--- src/rtl/fir_mac_scheduler.sv ---
// Round-robin scheduler that time-shares one Q-format multiply-accumulate engine between FIR channels.
// Define FIR_MAC_SAT_EN to make the accumulator saturate instead of wrapping modulo 2^DATA_WIDTH.
module fir_mac_scheduler #(
    parameter int  NUM_REQ    = 2,
    parameter int  TAP_NUMBER = 32,
    parameter int  DATA_WIDTH = 32,
    parameter int  FRAC_BITS  = 10,
    localparam int IDX_W      = $clog2(TAP_NUMBER),
    localparam int PTR_W      = (NUM_REQ > 1) ? $clog2(NUM_REQ) : 1
) (
    input  logic                          clock,
    input  logic                          reset_n,
    input  logic [NUM_REQ-1:0]            req,
    output logic [NUM_REQ-1:0]            gnt,
    output logic [IDX_W-1:0]              tap_idx,
    input  logic [NUM_REQ*DATA_WIDTH-1:0] tap_coeff,
    input  logic [NUM_REQ*DATA_WIDTH-1:0] tap_sample,
    output logic                          res_valid,
    output logic [DATA_WIDTH-1:0]         res_data,
    input  logic                          res_ack,
    output logic                          busy
);

    typedef enum logic [1:0] {IDLE, RUN, DRAIN, DONE} state_t;

    localparam logic [IDX_W-1:0] LAST_TAP = IDX_W'(TAP_NUMBER - 1);

    state_t                  r_state;
    state_t                  w_nextState;
    logic [NUM_REQ-1:0]      r_gnt;
    logic [PTR_W-1:0]        r_ptr;
    logic [PTR_W-1:0]        r_selIdx;
    logic [IDX_W-1:0]        r_tapIdx;
    logic                    r_lastIssued;
    logic                    r_prodValid;
    logic [DATA_WIDTH-1:0]   r_term;
    logic [DATA_WIDTH-1:0]   r_acc;
    logic [DATA_WIDTH-1:0]   r_resData;
    logic                    r_resValid;

    logic [PTR_W-1:0]        w_selIdx;
    logic [NUM_REQ-1:0]      w_gntNext;
    logic [PTR_W-1:0]        w_ptrNext;
    logic [DATA_WIDTH-1:0]   w_coeff;
    logic [DATA_WIDTH-1:0]   w_sample;
    logic signed [2*DATA_WIDTH-1:0] w_prod;
    logic [DATA_WIDTH-1:0]   w_term;
    logic [DATA_WIDTH-1:0]   w_accSum;

    assign gnt       = r_gnt;
    assign tap_idx   = r_tapIdx;
    assign res_valid = r_resValid;
    assign res_data  = r_resData;
    assign busy      = (r_state != IDLE);

    // First requesting lane at or above the pointer, wrapping around.
    always_comb begin
        int idx;
        logic found;
        idx      = 0;
        found    = 1'b0;
        w_selIdx = '0;
        for (int off = 0; off < NUM_REQ; off++) begin
            idx = int'(r_ptr) + off;
            if (idx >= NUM_REQ) idx = idx - NUM_REQ;
            if (!found && req[idx]) begin
                found    = 1'b1;
                w_selIdx = PTR_W'(idx);
            end
        end
        w_gntNext = NUM_REQ'(1) << w_selIdx;
    end

    assign w_ptrNext = (int'(r_selIdx) == NUM_REQ - 1) ? '0 : r_selIdx + 1'b1;

    assign w_coeff  = tap_coeff[int'(r_selIdx)*DATA_WIDTH +: DATA_WIDTH];
    assign w_sample = tap_sample[int'(r_selIdx)*DATA_WIDTH +: DATA_WIDTH];
    assign w_prod   = $signed(w_coeff) * $signed(w_sample);
    assign w_term   = w_prod[FRAC_BITS +: DATA_WIDTH];

`ifdef FIR_MAC_SAT_EN
    // Overflow only when both operands share a sign and the sum flips it.
    always_comb begin
        logic [DATA_WIDTH-1:0] rawSum;
        rawSum   = r_acc + r_term;
        w_accSum = rawSum;
        if ((r_acc[DATA_WIDTH-1] == r_term[DATA_WIDTH-1]) &&
            (rawSum[DATA_WIDTH-1] != r_acc[DATA_WIDTH-1])) begin
            w_accSum = r_acc[DATA_WIDTH-1] ? {1'b1, {(DATA_WIDTH-1){1'b0}}}
                                           : {1'b0, {(DATA_WIDTH-1){1'b1}}};
        end
    end
`else
    assign w_accSum = r_acc + r_term;
`endif

    always_ff @(posedge clock or negedge reset_n) begin
        if (!reset_n) r_state <= IDLE;
        else          r_state <= w_nextState;
    end

    always_comb begin
        w_nextState = r_state;
        case (r_state)
            IDLE:    if (|req) w_nextState = RUN;
            RUN:     if (r_lastIssued) w_nextState = DRAIN;
            DRAIN:   w_nextState = DONE;
            DONE:    if (res_ack) w_nextState = IDLE;
            default: w_nextState = IDLE;
        endcase
    end

    // RUN spends one extra cycle after the last issue so the final product reaches the accumulator.
    always_ff @(posedge clock or negedge reset_n) begin
        if (!reset_n) begin
            r_gnt        <= '0;
            r_ptr        <= '0;
            r_selIdx     <= '0;
            r_tapIdx     <= '0;
            r_lastIssued <= 1'b0;
            r_prodValid  <= 1'b0;
            r_term       <= '0;
            r_acc        <= '0;
            r_resData    <= '0;
            r_resValid   <= 1'b0;
        end else begin
            r_prodValid <= 1'b0;
            if (r_prodValid) r_acc <= w_accSum;
            case (r_state)
                IDLE: begin
                    if (|req) begin
                        r_gnt        <= w_gntNext;
                        r_selIdx     <= w_selIdx;
                        r_acc        <= '0;
                        r_tapIdx     <= '0;
                        r_lastIssued <= 1'b0;
                    end
                end
                RUN: begin
                    if (!r_lastIssued) begin
                        r_term      <= w_term;
                        r_prodValid <= 1'b1;
                        if (r_tapIdx == LAST_TAP) r_lastIssued <= 1'b1;
                        else                      r_tapIdx     <= r_tapIdx + 1'b1;
                    end
                end
                DRAIN: begin
                    r_resData  <= r_acc;
                    r_resValid <= 1'b1;
                end
                DONE: begin
                    if (res_ack) begin
                        r_resValid <= 1'b0;
                        r_gnt      <= '0;
                        r_ptr      <= w_ptrNext;
                    end
                end
                default: ;
            endcase
        end
    end

endmodule

--- config.mk ---
export PLATFORM = sky130hd
export DESIGN_NAME = fir_mac_scheduler
export DESIGN_NICKNAME = d
export VERILOG_FILES = /design/src/rtl/fir_mac_scheduler.sv
export SDC_FILE = /design/constraint.sdc
export NUM_CORES = 2
export LEC_CHECK = 0
export ABC_AREA = 1
export CORE_MARGIN = 2
export CORE_UTILIZATION = 54
export CTS_CLUSTER_SIZE = 16
export DETAILED_ROUTE_END_ITERATION = 10
export GPL_ROUTABILITY_DRIVEN = 0
export PLACE_DENSITY = 0.81
export SYNTH_ARGS = -nofsm -noshare
export SYNTH_HDL_FRONTEND = slang
export SYNTH_SLANG_ARGS = --single-unit
--- constraint.sdc ---
create_clock -name clock -period 10.8 [get_ports clock]
set_input_delay 2.16 -clock clock [delete_from_list [all_inputs] [get_ports clock]]
set_output_delay 2.16 -clock clock [all_outputs]
set_load 0.05 [all_outputs]
==> metrics <==
status=completed; arrival time at the worst endpoint=between 10000 and 15000 ps; All-Layer GR Usage=33.1%; Die Height=248 um; Worst EP required=11060 ps; Final nets=5147; Final Slew Violations=0; sequential-to-total area share from yosys stat=under 10%; fraction of registers with async set/reset=100%; Top FF cell, synth=dfrtp_1; max_cap viols=0; CP max stage cell=nand2_1; HP Class=register to register; CTS clk-pin slew, worst paths=70 ps; Detailed Route WL=97.2 mm; clock skew=10.7 ps; f_max=about 0.1 GHz; critical path capture point type=register; commonest non-fill, non-tap cell in the layout=inv_1; initial core utilization=54.5%; DP HPWL=79.4 mm; # clock sinks=110; fillcell total=5074; average wire per standard cell=19.8 um; crit path buf inv count=9; Worst-Margin Slew=1260 ps; number of hold buffers added after cts=0; # IOs=174; share of cells above drive strength 1=under 10%; Synth Instances=4007; crit-path max FO=13; CTS tree=yes; final setup fails=0; Tcrit/Tclk final=92.3%; initial drt markers=around 2600; crit-path most repeated cell=fa_1; Final Hold Fails=0; CTS Buf Count=9; Post-CTS Resized=0; Setup Total Neg Slack=0 ps; Post-CTS Setup Bufs=0; vias per inst=approximately 5.6; antenna violations before repair=4; EDFF count, synth=0; Hold WS=503 ps; Synth Register Bits=between 100 and 150; final critical-path required period=9970 ps; first-pass GRT wire length=155 mm; Root Buffer=clkbuf_16; RSZ-0062 raised after global routing=false; total gr overflow=0; die width=248 um; Yosys cell types=50; cell row count=between 80 and 90; critical path class=primary input to register; first-pass iteration count of the detailed router=10; clock buffer depth=2; syn_area_per_cell=~8.0 um2; largest net degree at the start of global routing=85; IO buf count=173; most frequent cells in the layout=inv_1 (939), nand2_1 (731), fa_1 (695); area grow syn2layout=9.39%; Slew headroom=15.2%; placed inst area=34700 um2; crit-path max cell delay=about 830 ps; H-tree depth=3; YS warnings=0; top cell family by delay on the critical path=adder cells; vias in the first global route=29492; Core ar.=58800 um2; clk_lat worst skew=360 ps; Vias=27682; Final ANT Viol Nets=0; drc violations=0; die area=a little over 60000 um2; post-synthesis cell area=between 30000 and 40000 um2; Startpoint Class=primary input; fin area=35000 um2; Mapped Nets=~5000
-- layer usage --
metal	part of all wire [%]	vias up	track usage, %
met5	0.028	-	0
met4	10	4	26.9
met3	13	550	9.33
met2	44	1823	52.1
met1	33	13327	37.8
li1	-	11978	-
-- worst paths after layout --
kind                                            start                      end  slack, ps  cells after the start
worst min register to register  r_term[5]$_DFFE_PN0P_    r_term[5]$_DFFE_PN0P_        500                      2
worst min-delay path            r_term[5]$_DFFE_PN0P_    r_term[5]$_DFFE_PN0P_        500                      2
min in group asynchronous                     reset_n   tap_idx[4]$_DFFE_PN0P_       1810                      1
worst max register to register   r_selIdx$_DFFE_PN0P_   r_term[24]$_DFFE_PN0P_       1650                     33
max in group asynchronous                     reset_n  res_data[5]$_DFFE_PN0P_       7780                      2
worst max-delay path                   tap_sample[42]   r_term[24]$_DFFE_PN0P_        830                     32
-- cell usage after synthesis, types with 8 or more instances --
library cell | count | area share (%)
inv_1 | 939 | 11
nand2_1 | 731 | 8.6
fa_1 | 695 | 43
nor2_1 | 621 | 7.3
ha_1 | 194 | 7.6
dfrtp_1 | 110 | 8.6
a21oi_1 | 105 | 1.6
clkbuf_1 | 103 | 1.2
o21ai_0 | 89 | 1.4
nand3_1 | 70 | 1.1
mux2_2 | 31 | 1.1
o21ai_1 | 26 | 0.41
or2_2 | 24 | 0.47
xor2_1 | 23 | 0.63
nand2_2 | 22 | 0.43
a31oi_1 | 16 | 0.31
o21a_1 | 16 | 0.38
nand3b_1 | 15 | 0.35
nor3_1 | 15 | 0.23
xnor2_1 | 15 | 0.41
o21ai_2 | 13 | 0.36
inv_2 | 12 | 0.14
nand4_1 | 12 | 0.23
o211ai_1 | 12 | 0.28
buf_6 | 10 | 0.35
clkinv_1 | 10 | 0.12
buf_1 | 9 | 0.11
o21ai_4 | 9 | 0.46
buf_2 | 8 | 0.13
-- registers in the layout, summed over array words and instances (netlist names) --
signal        count
res_valid         1
r_lastIssued      1
r_selIdx          1
r_acc            32
r_prodValid       1
res_data         32
gnt               2
r_ptr             1
r_state           2
tap_idx           5
r_term           32
-- logic make-up after synthesis --
group	count (synthesis)	share of synthesized area [%]
muxes	31	1.09
and+or+nand+nor	1524	19.0
adders and majority gates	889	51.0
DFF	110	8.60
xor gates and xnor gates	38	1.04
AOI/OAI and AO/OA	319	6.06
buffers and inverters	1096	13.2
-- worst register-to-register path, delay by kind of cell (launching register included) --
| kind | cells | cell delay [ps] |
|---|---|---|
| buffers and inverters | 10 | 1620 |
| AND/OR/NAND/NOR | 12 | 2080 |
| AO/OA/AOI/OAI | 2 | 520 |
| flip-flops | 1 | 570 |
| adder cells (fa/ha/maj) | 9 | 4240 |
-- area by class of cell --
class	instances	area (um2)	area share, %
antenna	1	2.50	0.00714
clock buffer	10	239	0.682
clock inverter	6	92.6	0.264
inverter	961	3610	10.3
multi-input combinational	2801	25100	71.6
sequential	110	2760	7.87
tap	773	967	2.76
timing repair buffer	242	2280	6.52
-- stage by stage --
step	cells	utilization [%]	worst slack, ps
after floorplan	4007	-	1820
after global placement	4887	59.0	849
after detailed placement	4887	59.0	662
after CTS	4903	59.6	1070
after global routing	4903	59.6	495
final	4904	59.6	833
Power is not shown: default switching activity piles up to over one toggle a cycle in this logic, so the estimate is an artifact.
